--- config.mk ---
export PLATFORM = sky130hd
export DESIGN_NAME = param_shop_flat
export DESIGN_NICKNAME = d
export VERILOG_FILES = /design/src/rtl/param_shop_if.sv /design/src/rtl/param_shop.sv /design/src/flat_wrapper.sv
export SDC_FILE = /design/constraint.sdc
export NUM_CORES = 1
export LEC_CHECK = 0
export BUFFER_PORTS_ARGS = -buffer_cell sky130_fd_sc_hd__buf_2
export CORE_UTILIZATION = 60
export CTS_CLUSTER_DIAMETER = 150
export DETAILED_ROUTE_END_ITERATION = 8
export HOLD_SLACK_MARGIN = 0.1
export PLACE_DENSITY = 0.81
export SLEW_MARGIN = 10
export SYNTH_ARGS = -nofsm -noshare
export SYNTH_HDL_FRONTEND = slang
export SYNTH_SLANG_ARGS = --single-unit
export TNS_END_PERCENT = 10
--- constraint.sdc ---
create_clock -name clk -period 12.89 [get_ports clk]
set_clock_uncertainty 0.05 [all_clocks]
set_input_delay 0.6445 -clock clk [delete_from_list [all_inputs] [get_ports clk]]
set_output_delay 0.6445 -clock clk [all_outputs]
set_load 0.02 [all_outputs]
--- src/rtl/param_shop_if.sv ---
// Purchase request / response bundle for param_shop.
// The master issues buy requests; the slave (the shop) returns one response pulse per accepted request.
interface param_shop_if #(
  parameter int N_ITEMS  = 5,
  parameter int ACT_W    = 3,
  parameter int CREDIT_W = 10
);
  logic                buy_valid;
  logic                buy_ready;
  logic [ACT_W-1:0]    action_number;
  logic [CREDIT_W-1:0] credit_in;
  logic [6:0]          discount_mult;
  logic                resp_valid;
  logic                purchase_success;
  logic                err_invalid_action;
  logic                err_out_of_stock;
  logic                err_credit;
  logic [CREDIT_W-1:0] credit_out;
  logic [N_ITEMS-1:0]  grant_onehot;

  modport master (
    output buy_valid, action_number, credit_in, discount_mult,
    input  buy_ready, resp_valid, purchase_success, err_invalid_action,
           err_out_of_stock, err_credit, credit_out, grant_onehot
  );

  modport slave (
    input  buy_valid, action_number, credit_in, discount_mult,
    output buy_ready, resp_valid, purchase_success, err_invalid_action,
           err_out_of_stock, err_credit, credit_out, grant_onehot
  );
endinterface

--- src/rtl/param_shop.sv ---
// Item shop: discounted purchase with per-item stock, three-state request/response FSM.
// Optional feature macro SHOP_RESTOCK_EN adds saturating restock ports.
module param_shop #(
  parameter int N_ITEMS    = 5,
  parameter int ACT_W      = 3,
  parameter int PRICE_W    = 10,
  parameter int CREDIT_W   = 10,
  parameter int STOCK_W    = 3,
  parameter int STOCK_INIT = 5
) (
  input  logic                       clk,
  input  logic                       rst_n,
  param_shop_if.slave                bus,
  input  logic [N_ITEMS*PRICE_W-1:0] prices,
`ifdef SHOP_RESTOCK_EN
  input  logic                       restock_valid,
  input  logic [ACT_W-1:0]           restock_item,
  input  logic [STOCK_W-1:0]         restock_qty,
`endif
  output logic [N_ITEMS-1:0]         empty_mask
);

  localparam int DISC_W = PRICE_W + 7;
  localparam int CMP_W  = (DISC_W > CREDIT_W) ? DISC_W : CREDIT_W;
  localparam int SUM_W  = STOCK_W + 1;
  localparam logic [STOCK_W-1:0] STOCK_ZERO = {STOCK_W{1'b0}};
  localparam logic [STOCK_W-1:0] STOCK_MAX  = {STOCK_W{1'b1}};
  localparam logic [STOCK_W-1:0] STOCK_RST  = STOCK_W'(STOCK_INIT);
  localparam logic [N_ITEMS-1:0] GRANT_ONE  = N_ITEMS'(1'b1);

  typedef enum logic [1:0] {IDLE = 2'd0, CALC = 2'd1, RESP = 2'd2} state_t;

  state_t              state_r, state_next_s;
  logic [ACT_W-1:0]    action_r;
  logic [CREDIT_W-1:0] credit_r;
  logic [6:0]          mult_r;
  logic [PRICE_W-1:0]  price_r;
  logic [DISC_W-1:0]   disc_r;
  logic [STOCK_W-1:0]  stock_r      [N_ITEMS];
  logic [STOCK_W-1:0]  stock_next_s [N_ITEMS];
  logic [SUM_W-1:0]    stock_sum_s  [N_ITEMS];
  logic [N_ITEMS-1:0]  empty_mask_r;

  logic                resp_valid_r, success_r, err_inv_r, err_oos_r, err_cr_r;
  logic [CREDIT_W-1:0] credit_out_r;
  logic [N_ITEMS-1:0]  grant_r;

  logic [PRICE_W-1:0]  price_sel_s;
  logic [6:0]          mult_eff_s;
  logic [STOCK_W-1:0]  sel_stock_s;
  logic                ok_s, err_inv_s, err_oos_s, err_cr_s;
  logic [CREDIT_W-1:0] credit_new_s;
  logic [N_ITEMS-1:0]  grant_new_s;
  logic                accept_s;

  function automatic logic in_range(input logic [ACT_W-1:0] a);
    return ({1'b0, a} < (ACT_W+1)'(N_ITEMS));
  endfunction

  assign accept_s       = bus.buy_valid && (state_r == IDLE);
  assign bus.buy_ready  = (state_r == IDLE);
  assign bus.resp_valid         = resp_valid_r;
  assign bus.purchase_success   = success_r;
  assign bus.err_invalid_action = err_inv_r;
  assign bus.err_out_of_stock   = err_oos_r;
  assign bus.err_credit         = err_cr_r;
  assign bus.credit_out         = credit_out_r;
  assign bus.grant_onehot       = grant_r;
  assign empty_mask             = empty_mask_r;

  // State register
  always_ff @(posedge clk) begin
    if (!rst_n) state_r <= IDLE;
    else        state_r <= state_next_s;
  end

  // Next-state logic; requests outside IDLE are simply not accepted
  always_comb begin
    state_next_s = state_r;
    case (state_r)
      IDLE:    if (bus.buy_valid) state_next_s = CALC; else state_next_s = IDLE;
      CALC:    state_next_s = RESP;
      RESP:    state_next_s = IDLE;
      default: state_next_s = IDLE;
    endcase
  end

  // Price lookup and multiplier clamp; invalid actions read a zero price
  always_comb begin
    price_sel_s = {PRICE_W{1'b0}};
    if (in_range(bus.action_number))
      price_sel_s = prices[int'(bus.action_number)*PRICE_W +: PRICE_W];
    else
      price_sel_s = {PRICE_W{1'b0}};
    mult_eff_s = (mult_r > 7'd100) ? 7'd100 : mult_r;
  end

  // Request latch at acceptance and discounted price in CALC
  always_ff @(posedge clk) begin
    if (!rst_n) begin
      action_r <= {ACT_W{1'b0}};
      credit_r <= {CREDIT_W{1'b0}};
      mult_r   <= 7'd0;
      price_r  <= {PRICE_W{1'b0}};
      disc_r   <= {DISC_W{1'b0}};
    end else begin
      if (accept_s) begin
        action_r <= bus.action_number;
        credit_r <= bus.credit_in;
        mult_r   <= bus.discount_mult;
        price_r  <= price_sel_s;
      end
      if (state_r == CALC)
        disc_r <= (DISC_W'(price_r) * DISC_W'(mult_eff_s)) / DISC_W'(7'd100);
    end
  end

  // Outcome decode in priority order: invalid action, out of stock, credit
  always_comb begin
    sel_stock_s  = STOCK_ZERO;
    ok_s         = 1'b0;
    err_inv_s    = 1'b0;
    err_oos_s    = 1'b0;
    err_cr_s     = 1'b0;
    if (in_range(action_r)) sel_stock_s = stock_r[action_r];
    else                    sel_stock_s = STOCK_ZERO;
    if (!in_range(action_r))                       err_inv_s = 1'b1;
    else if (sel_stock_s == STOCK_ZERO)            err_oos_s = 1'b1;
    else if (CMP_W'(disc_r) > CMP_W'(credit_r))    err_cr_s  = 1'b1;
    else                                           ok_s      = 1'b1;
    credit_new_s = ok_s ? (credit_r - CREDIT_W'(disc_r)) : credit_r;
    grant_new_s  = ok_s ? (GRANT_ONE << action_r) : {N_ITEMS{1'b0}};
  end

  // Response registers: one-cycle pulse, credit_out holds between responses
  always_ff @(posedge clk) begin
    if (!rst_n) begin
      resp_valid_r <= 1'b0;
      success_r    <= 1'b0;
      err_inv_r    <= 1'b0;
      err_oos_r    <= 1'b0;
      err_cr_r     <= 1'b0;
      credit_out_r <= {CREDIT_W{1'b0}};
      grant_r      <= {N_ITEMS{1'b0}};
    end else if (state_r == RESP) begin
      resp_valid_r <= 1'b1;
      success_r    <= ok_s;
      err_inv_r    <= err_inv_s;
      err_oos_r    <= err_oos_s;
      err_cr_r     <= err_cr_s;
      credit_out_r <= credit_new_s;
      grant_r      <= grant_new_s;
    end else begin
      resp_valid_r <= 1'b0;
      success_r    <= 1'b0;
      err_inv_r    <= 1'b0;
      err_oos_r    <= 1'b0;
      err_cr_r     <= 1'b0;
      grant_r      <= {N_ITEMS{1'b0}};
    end
  end

  // Stock update: purchase decrement plus optional restock, saturated at max
  always_comb begin
    for (int i = 0; i < N_ITEMS; i++) begin
      stock_sum_s[i]  = {1'b0, stock_r[i]};
      stock_next_s[i] = stock_r[i];
      if ((state_r == RESP) && ok_s && (action_r == ACT_W'(i)))
        stock_sum_s[i] = stock_sum_s[i] - SUM_W'(1'b1);
      else
        stock_sum_s[i] = stock_sum_s[i];
`ifdef SHOP_RESTOCK_EN
      if (restock_valid && (restock_item == ACT_W'(i)))
        stock_sum_s[i] = stock_sum_s[i] + {1'b0, restock_qty};
      else
        stock_sum_s[i] = stock_sum_s[i];
`endif
      if (stock_sum_s[i] > {1'b0, STOCK_MAX}) stock_next_s[i] = STOCK_MAX;
      else                                    stock_next_s[i] = stock_sum_s[i][STOCK_W-1:0];
    end
  end

  // Stock and empty-mask registers
  always_ff @(posedge clk) begin
    for (int i = 0; i < N_ITEMS; i++) begin
      if (!rst_n) begin
        stock_r[i]      <= STOCK_RST;
        empty_mask_r[i] <= (STOCK_RST == STOCK_ZERO);
      end else begin
        stock_r[i]      <= stock_next_s[i];
        empty_mask_r[i] <= (stock_next_s[i] == STOCK_ZERO);
      end
    end
  end

endmodule

--- src/flat_wrapper.sv ---
// flat-port wrapper written by rule: the top's interface ports become plain ports
module param_shop_flat 
#(
  parameter int N_ITEMS    = 5,
  parameter int ACT_W      = 3,
  parameter int PRICE_W    = 10,
  parameter int CREDIT_W   = 10,
  parameter int STOCK_W    = 3,
  parameter int STOCK_INIT = 5
)
  (clk, rst_n, prices, empty_mask, bus_buy_valid, bus_action_number, bus_credit_in, bus_discount_mult, bus_buy_ready, bus_resp_valid, bus_purchase_success, bus_err_invalid_action, bus_err_out_of_stock, bus_err_credit, bus_credit_out, bus_grant_onehot);
  param_shop_if #(.N_ITEMS(N_ITEMS), .ACT_W(ACT_W), .CREDIT_W(CREDIT_W)) bus_i ();
  input  logic clk;
  input  logic rst_n;
  input  logic [N_ITEMS*PRICE_W-1:0] prices;
  output logic [N_ITEMS-1:0] empty_mask;
  input wire logic [$bits(bus_i.buy_valid)-1:0] bus_buy_valid;
  input wire logic [$bits(bus_i.action_number)-1:0] bus_action_number;
  input wire logic [$bits(bus_i.credit_in)-1:0] bus_credit_in;
  input wire logic [$bits(bus_i.discount_mult)-1:0] bus_discount_mult;
  output wire logic [$bits(bus_i.buy_ready)-1:0] bus_buy_ready;
  output wire logic [$bits(bus_i.resp_valid)-1:0] bus_resp_valid;
  output wire logic [$bits(bus_i.purchase_success)-1:0] bus_purchase_success;
  output wire logic [$bits(bus_i.err_invalid_action)-1:0] bus_err_invalid_action;
  output wire logic [$bits(bus_i.err_out_of_stock)-1:0] bus_err_out_of_stock;
  output wire logic [$bits(bus_i.err_credit)-1:0] bus_err_credit;
  output wire logic [$bits(bus_i.credit_out)-1:0] bus_credit_out;
  output wire logic [$bits(bus_i.grant_onehot)-1:0] bus_grant_onehot;
  assign bus_i.buy_valid = bus_buy_valid;
  assign bus_i.action_number = bus_action_number;
  assign bus_i.credit_in = bus_credit_in;
  assign bus_i.discount_mult = bus_discount_mult;
  assign bus_buy_ready = bus_i.buy_ready;
  assign bus_resp_valid = bus_i.resp_valid;
  assign bus_purchase_success = bus_i.purchase_success;
  assign bus_err_invalid_action = bus_i.err_invalid_action;
  assign bus_err_out_of_stock = bus_i.err_out_of_stock;
  assign bus_err_credit = bus_i.err_credit;
  assign bus_credit_out = bus_i.credit_out;
  assign bus_grant_onehot = bus_i.grant_onehot;
  param_shop #(.N_ITEMS(N_ITEMS), .ACT_W(ACT_W), .PRICE_W(PRICE_W), .CREDIT_W(CREDIT_W), .STOCK_W(STOCK_W), .STOCK_INIT(STOCK_INIT)) u_core (.clk(clk), .rst_n(rst_n), .bus(bus_i), .prices(prices), .empty_mask(empty_mask));
endmodule
==> results of run 1 <==
## kinds of logic (layout without fill, tap and decap cells)
kind of cell	count (synthesis)	after routing	synth area share, %
AND/OR/NAND/NOR	410	410	22.7
AO/OA/AOI/OAI	273	273	23.1
buffers and inverters	133	200	6.54
adder cells (fa/ha/maj)	105	105	17.7
flip-flops	86	86	19.0
multiplexers	44	44	6.64
XOR/XNOR	41	41	4.33
## final timing paths
check             slack [ns]          endpoint  cells after the start
setup reg to reg        1.24  u_core.disc_r[0]                     38
hold / removal          0.42  u_core.mult_r[1]                      2
hold reg to reg         0.42  u_core.mult_r[1]                      2
setup / recovery        1.24  u_core.disc_r[0]                     38
## worst max-delay path: cells and delay by family, from the launching register on
family | cells | cell delay, ns
AND/OR/NAND/NOR | 14 | 3.47
AO/OA/AOI/OAI | 11 | 3.46
adder cells (fa/ha/maj) | 7 | 3.17
XOR/XNOR | 2 | 0.67
flip-flops | 1 | 0.52
buffers and inverters | 4 | 0.20
## through the flow
stage | total power, W | utilization, % | cells
after floorplan | 0.000580 | - | 1092
after global placement | 0.000640 | 65.1 | 1327
after detailed placement | 0.000646 | 65.1 | 1327
after CTS | 0.000916 | 67.2 | 1343
after global routing | 0.000973 | 67.2 | 1343
final | 0.000918 | 67.2 | 1343
## power by group
group	leakage (nW)	switching [W]	internal, W
Combinational	3.67	0.000207	0.000149
Sequential	0.700	0.0000133	0.000277
Clock	0.151	0.000113	0.000158
## layout make-up
cell class                      count  area (um^2)
Clock buffer                       10          239
Clock inverter                      6         72.6
Fill cell                        1233         4800
Inverter                           83          317
Multi-Input combinational cell    873         6750
Sequential cell                    86         1720
Tap cell                          184          230
Timing Repair Buffer              101          513
## state kept, by name (all words and copies together), names as in the netlist, named ones only
register	flops
u_core.bus.credit_out	10
u_core.mult_r	7
u_core.bus.purchase_success	1
u_core.bus.resp_valid	1
u_core.empty_mask	5
u_core.credit_r	10
u_core.bus.err_out_of_stock	1
u_core.state_r	2
u_core.bus.err_credit	1
u_core.bus.err_invalid_action	1
u_core.action_r	3
u_core.price_r	10
u_core.bus.grant_onehot	5
u_core.disc_r	11
u_core.stock_r	15
## routing by layer
layer	wire length, um	global-route usage (%)	share of wire, %
met5	0	0	0
met4	372	7.32	1.8
met3	1110	3.91	5.2
met2	10200	46.9	48
met1	9510	36.2	45
## synth_stat cells (5+ instances only)
| cell type | number | share of area (%) |
|---|---|---|
| xnor2_1 | 23 | 2.2 |
| xor2_1 | 15 | 1.4 |
| mux4_2 | 11 | 2.7 |
| clkbuf_1 | 26 | 1.1 |
| buf_2 | 7 | 0.39 |
| nand2_1 | 122 | 5.1 |
| inv_1 | 82 | 3.4 |
| o21ai_0 | 26 | 1.4 |
| fa_1 | 40 | 8.8 |
| buf_6 | 8 | 0.99 |
| dfxtp_1 | 86 | 19 |
| a211oi_2 | 5 | 0.69 |
| o221ai_1 | 5 | 0.48 |
| nand2b_1 | 15 | 1.0 |
| nor2b_1 | 11 | 0.76 |
| a311oi_1 | 5 | 0.48 |
| or3_1 | 8 | 0.55 |
| or2b_1 | 5 | 0.41 |
| and2_1 | 50 | 3.5 |
| o211ai_1 | 13 | 1.1 |
| a21o_1 | 20 | 1.7 |
| a211oi_1 | 19 | 1.6 |
| mux2i_1 | 27 | 3.0 |
| nor2_1 | 93 | 3.9 |
| nand3_1 | 24 | 1.3 |
| a31oi_1 | 12 | 0.83 |
| a21oi_1 | 79 | 4.4 |
| o21a_1 | 8 | 0.66 |
| and3_1 | 29 | 2.0 |
| ha_1 | 59 | 8.1 |
| nor3_1 | 15 | 0.83 |
| nand4_1 | 11 | 0.76 |
| a21oi_2 | 5 | 0.48 |
==> flow_metrics.tcl, run 1 <==
set metrics [dict create \
    placed_cell_area_um2 9530 \
    drive_gt1_share_pct 17.2 \
    cp.required_ns 13.10 \
    status "finished clean" \
    syn-num-nets 1264 \
    ys_seq_area_share_pct 19.0 \
    period_share_pct 90.4 \
    dp_hpwl_mm 16.2 \
    grt_use_total_pct 27.4 \
    vias 8154 \
    rr_startpoint "u_core.mult_r[6]" \
    cts_tree "yes" \
    htreeDepth 3 \
    syn_inst 1092 \
    finalMaxSlewViolations 0 \
    syn_avg_cell_area_um2 8.30 \
    p_per_area_nw_per_um2 93.2 \
    std_cell_rows 44 \
    clk_latency_ns 0.35 \
    max_slew_margin_pct 20.8 \
    cts_resized 0 \
    finalWeightedCongestion 0.885 \
    io_pins 99 \
    worstPathMaxFanout 19 \
    start_kind "flip-flop" \
    drt_iter0_markers 719 \
    post-cts-setup-buffer-count 0 \
    ir_worst_vdd_uv 74.4 \
    netlist_area_um2 9070 \
    yosysWarnings 0 \
    hp-class "reg -> reg" \
    fp.dieW_um 125 \
    crit_start "u_core.mult_r[6]" \
    port_buffers 98 \
    cts_root_buf "clkbuf_16" \
    fin_area_um2 9840 \
    finalSetupViolations 0 \
    grt_setup_unrepaired "false" \
    layout.nets 1326 \
    viasPerCell 6.07 \
    setup_slack_ns 1.24 \
    slowest_delay_ns 0.55 \
    synth_cell_types 113 \
    first_pass_iters 5 \
    crit_arrival_ns 11.86 \
    tns_ns 0 \
    overflow 0 \
    grt_pass1_wl_mm 35.5 \
    drc_errors 0 \
    hold_violations 0 \
    maxCapViolCount 0 \
    cts.reportedPaths.clkPinSlew_ns 0.07 \
    period_needed_ns 11.65 \
    layout_common_cells "nand2_1, buf_2, nor2_1" \
    worstSetupPathType "reg -> reg" \
    synth-edff-count 0 \
    ys_seq_elements 86 \
    critPathSlowestCell "nor2_1" \
    tightest_slew_ns 1.18 \
    cts_buffers 9 \
    initial_core_util_pct 61.9 \
    area_growth_pct 8.58 \
    p_leak_nw 4.52 \
    grt_max_degree 60 \
    max_freq_ghz 0.0858 \
    antenna_found_initial 0 \
    wl_per_cell_um 15.7 \
    wirelength_mm 21.1 \
    synth_top_flop_cell "dfxtp_1" \
    async_flop_share_pct 0 \
    fp.coreArea_um2 14600 \
    end_kind "flip-flop" \
    dieArea_um2 15600 \
    clock_sinks 86 \
    ant_nets 0 \
    place_ws_ns 1.39 \
    hold_buffers 0 \
    diodes 0 \
    fin_hold_ws_ns 0.422 \
    min_from "u_core.mult_r[1]" \
    final_common_cell "nand2_1" \
    grt_pass1_vias 7683 \
    cts_buffer_depth 2 \
    die_height_um 125 \
]
Note: power is estimated with default switching activity, not from simulation.
==> run 2, diff against run 1 <==
--- a/config.mk
+++ b/config.mk
@@ -6,11 +6,10 @@
 export NUM_CORES = 1
 export LEC_CHECK = 0
 export BUFFER_PORTS_ARGS = -buffer_cell sky130_fd_sc_hd__buf_2
-export CORE_UTILIZATION = 60
+export CORE_UTILIZATION = 39
 export CTS_CLUSTER_DIAMETER = 150
 export DETAILED_ROUTE_END_ITERATION = 8
 export HOLD_SLACK_MARGIN = 0.1
-export PLACE_DENSITY = 0.81
 export SLEW_MARGIN = 10
 export SYNTH_ARGS = -nofsm -noshare
 export SYNTH_HDL_FRONTEND = slang
==> run 2 against run 1 <==
Core utilization shrank 23 points. Design area up 1.5%. Clock power is 4% higher. Maximum frequency up 0.85%. Flip-flop and latch count is the same. Hold slack better by 0.0037 ns. Global-route usage fell by 8.8 points. Register-to-register slack better by 0.098 ns. Via count shrank 1.7%. Sequential share of layout area decreased by 0.25 points. Non-clock buffer count grew 1. Die area up 53%. Largest cell class unchanged. Highest routed layer unchanged.
==> flow_metrics.tcl, run 2 (synthesis results as in run 1) <==
set metrics [dict create \
    setup_slack_ns 1.34 \
    holdPathEnd "u_core.mult_r[2]" \
    area_growth_pct 10.2 \
    std_cell_rows 55 \
    cts_buffer_depth 2 \
    vias 8012 \
    maxCapViolCount 0 \
    rr_startpoint "u_core.mult_r[5]" \
    dp_hpwl_mm 17.3 \
    viasPerCell 5.54 \
    grt_setup_unrepaired "false" \
    r2r_cells 38 \
    grt_max_degree 60 \
    diodes 0 \
    finalPower_w 0.000927 \
    cts_buffers 9 \
    die_height_um 154 \
    grt_use_total_pct 18.6 \
    place_ws_ns 1.51 \
    cts_tree "yes" \
    worstPathMaxFanout 19 \
    hold_buffers 0 \
    slowest_delay_ns 0.53 \
    finalWeightedCongestion 0.879 \
    cp.required_ns 13.10 \
    top_usage_layer "met2" \
    r2r_end "u_core.disc_r[0]" \
    whs_path_depth 2 \
    antenna_found_initial 0 \
    tns_ns 0 \
    clk_latency_ns 0.34 \
    grtUsageMet3_pct 2.61 \
    htreeDepth 3 \
    crit_arrival_ns 11.76 \
    wl_per_cell_um 15.2 \
    worstSetupPathType "reg -> reg" \
    layout.nets 1327 \
    overflow 0 \
    cts_root_buf "clkbuf_16" \
    dpl.cell_count 1429 \
    finalMaxSlewViolations 0 \
    grt_pass1_vias 7418 \
    p_leak_nw 4.52 \
    instances_no_fill 1445 \
    io_pins 99 \
    max_slew_margin_pct 21.6 \
    gr-usage-met2_pct 30.8 \
    initial_core_util_pct 39.9 \
    r2r_slack_ns 1.34 \
    regMostFlops "u_core.stock_r" \
    use_met1_pct 25.9 \
    final_common_cell "nand2_1" \
    finalSetupViolations 0 \
    drive_gt1_share_pct 17.2 \
    port_buffers 98 \
    grt_pass1_wl_mm 36.7 \
    cts_resized 0 \
    p_per_area_nw_per_um2 92.8 \
    fp.dieW_um 154 \
    period_share_pct 89.6 \
    layout_common_cells "nand2_1, buf_2, nor2_1" \
    status "finished clean" \
    ir_worst_vdd_uv 66.6 \
    start_kind "flip-flop" \
    largest_reg_flops 15 \
    max_freq_ghz 0.0866 \
    tightest_slew_ns 1.17 \
    period_needed_ns 11.55 \
    hp-class "reg -> reg" \
    min_from "u_core.mult_r[2]" \
    end_kind "flip-flop" \
    reg_top3 "u_core.stock_r x15, u_core.disc_r x11" \
    drt_iter0_markers 444 \
    critPathSlowestCell "dfxtp_1" \
    clock_sinks 86 \
    fp.coreArea_um2 22700 \
    drc_errors 0 \
    dieArea_um2 23900 \
    ant_nets 0 \
    nFillCells 2261 \
    first_pass_iters 5 \
    wirelength_mm 21.9 \
    cts.reportedPaths.clkPinSlew_ns 0.07 \
    post-cts-setup-buffer-count 0 \
    hold_violations 0 \
]
-- run 2: cell types whose count changed in the layout (fill, tap and decap cells not counted), sizes merged --
cell and change:
inv -3, clkinv +2, buf +1, bufinv +1
-- run 2: layer usage --
metal / part of all wire [%] / wire length (um)
met5: 0 / 0
met4: 1.2 / 260
met3: 3.9 / 858
met2: 47 / 10300
met1: 48 / 10500
-- run 2: worst max path at each step --
stage                     cells after the start                to  slack, ns        startpoint
after global placement                       38  u_core.disc_r[0]       1.68  u_core.mult_r[5]
after CTS                                    38  u_core.disc_r[0]       1.48  u_core.mult_r[5]
after global routing                         38  u_core.disc_r[0]       0.55  u_core.mult_r[5]
after floorplan                              42  u_core.disc_r[0]       2.93  u_core.mult_r[0]
final                                        38  u_core.disc_r[0]       1.34  u_core.mult_r[5]
after detailed placement                     38  u_core.disc_r[0]       1.51  u_core.mult_r[5]
-- run 2: cell type report --
type / count / area, um^2 / share of cell area (%)
multi-input combinational: 873 / 6750 / 67.6
clock buffer: 10 / 229 / 2.29
sequential: 86 / 1720 / 17.2
tap: 285 / 357 / 3.57
clock inverter: 6 / 93.8 / 0.939
timing repair buffer: 102 / 520 / 5.21
inverter: 83 / 317 / 3.17
-- run 2: critical path, delay by kind of cell, from the launching register on --
| family | cells | cell delay, ns |
|---|---|---|
| AOI/OAI and AO/OA | 11 | 3.40 |
| xor gates and xnor gates | 2 | 0.67 |
| adders and majority gates | 7 | 3.17 |
| buffers and inverters | 4 | 0.19 |
| DFF | 1 | 0.53 |
| and+or+nand+nor | 14 | 3.44 |
-- run 2: power by group --
part	leakage (nW)	internal [W]	switching, W
sequential	0.700	0.000277	0.0000130
clock	0.153	0.000171	0.000111
combinational	3.67	0.000150	0.000205
-- run 2: through the flow --
stage	area, um^2	hold slack [ns]	util [%]
final	9990	0.426	44.0
after global routing	9990	0.442	44.0
after CTS	9990	0.426	44.0
after detailed placement	9670	0.418	42.6
after global placement	9670	0.406	42.6
after floorplan	9070	0.391	-
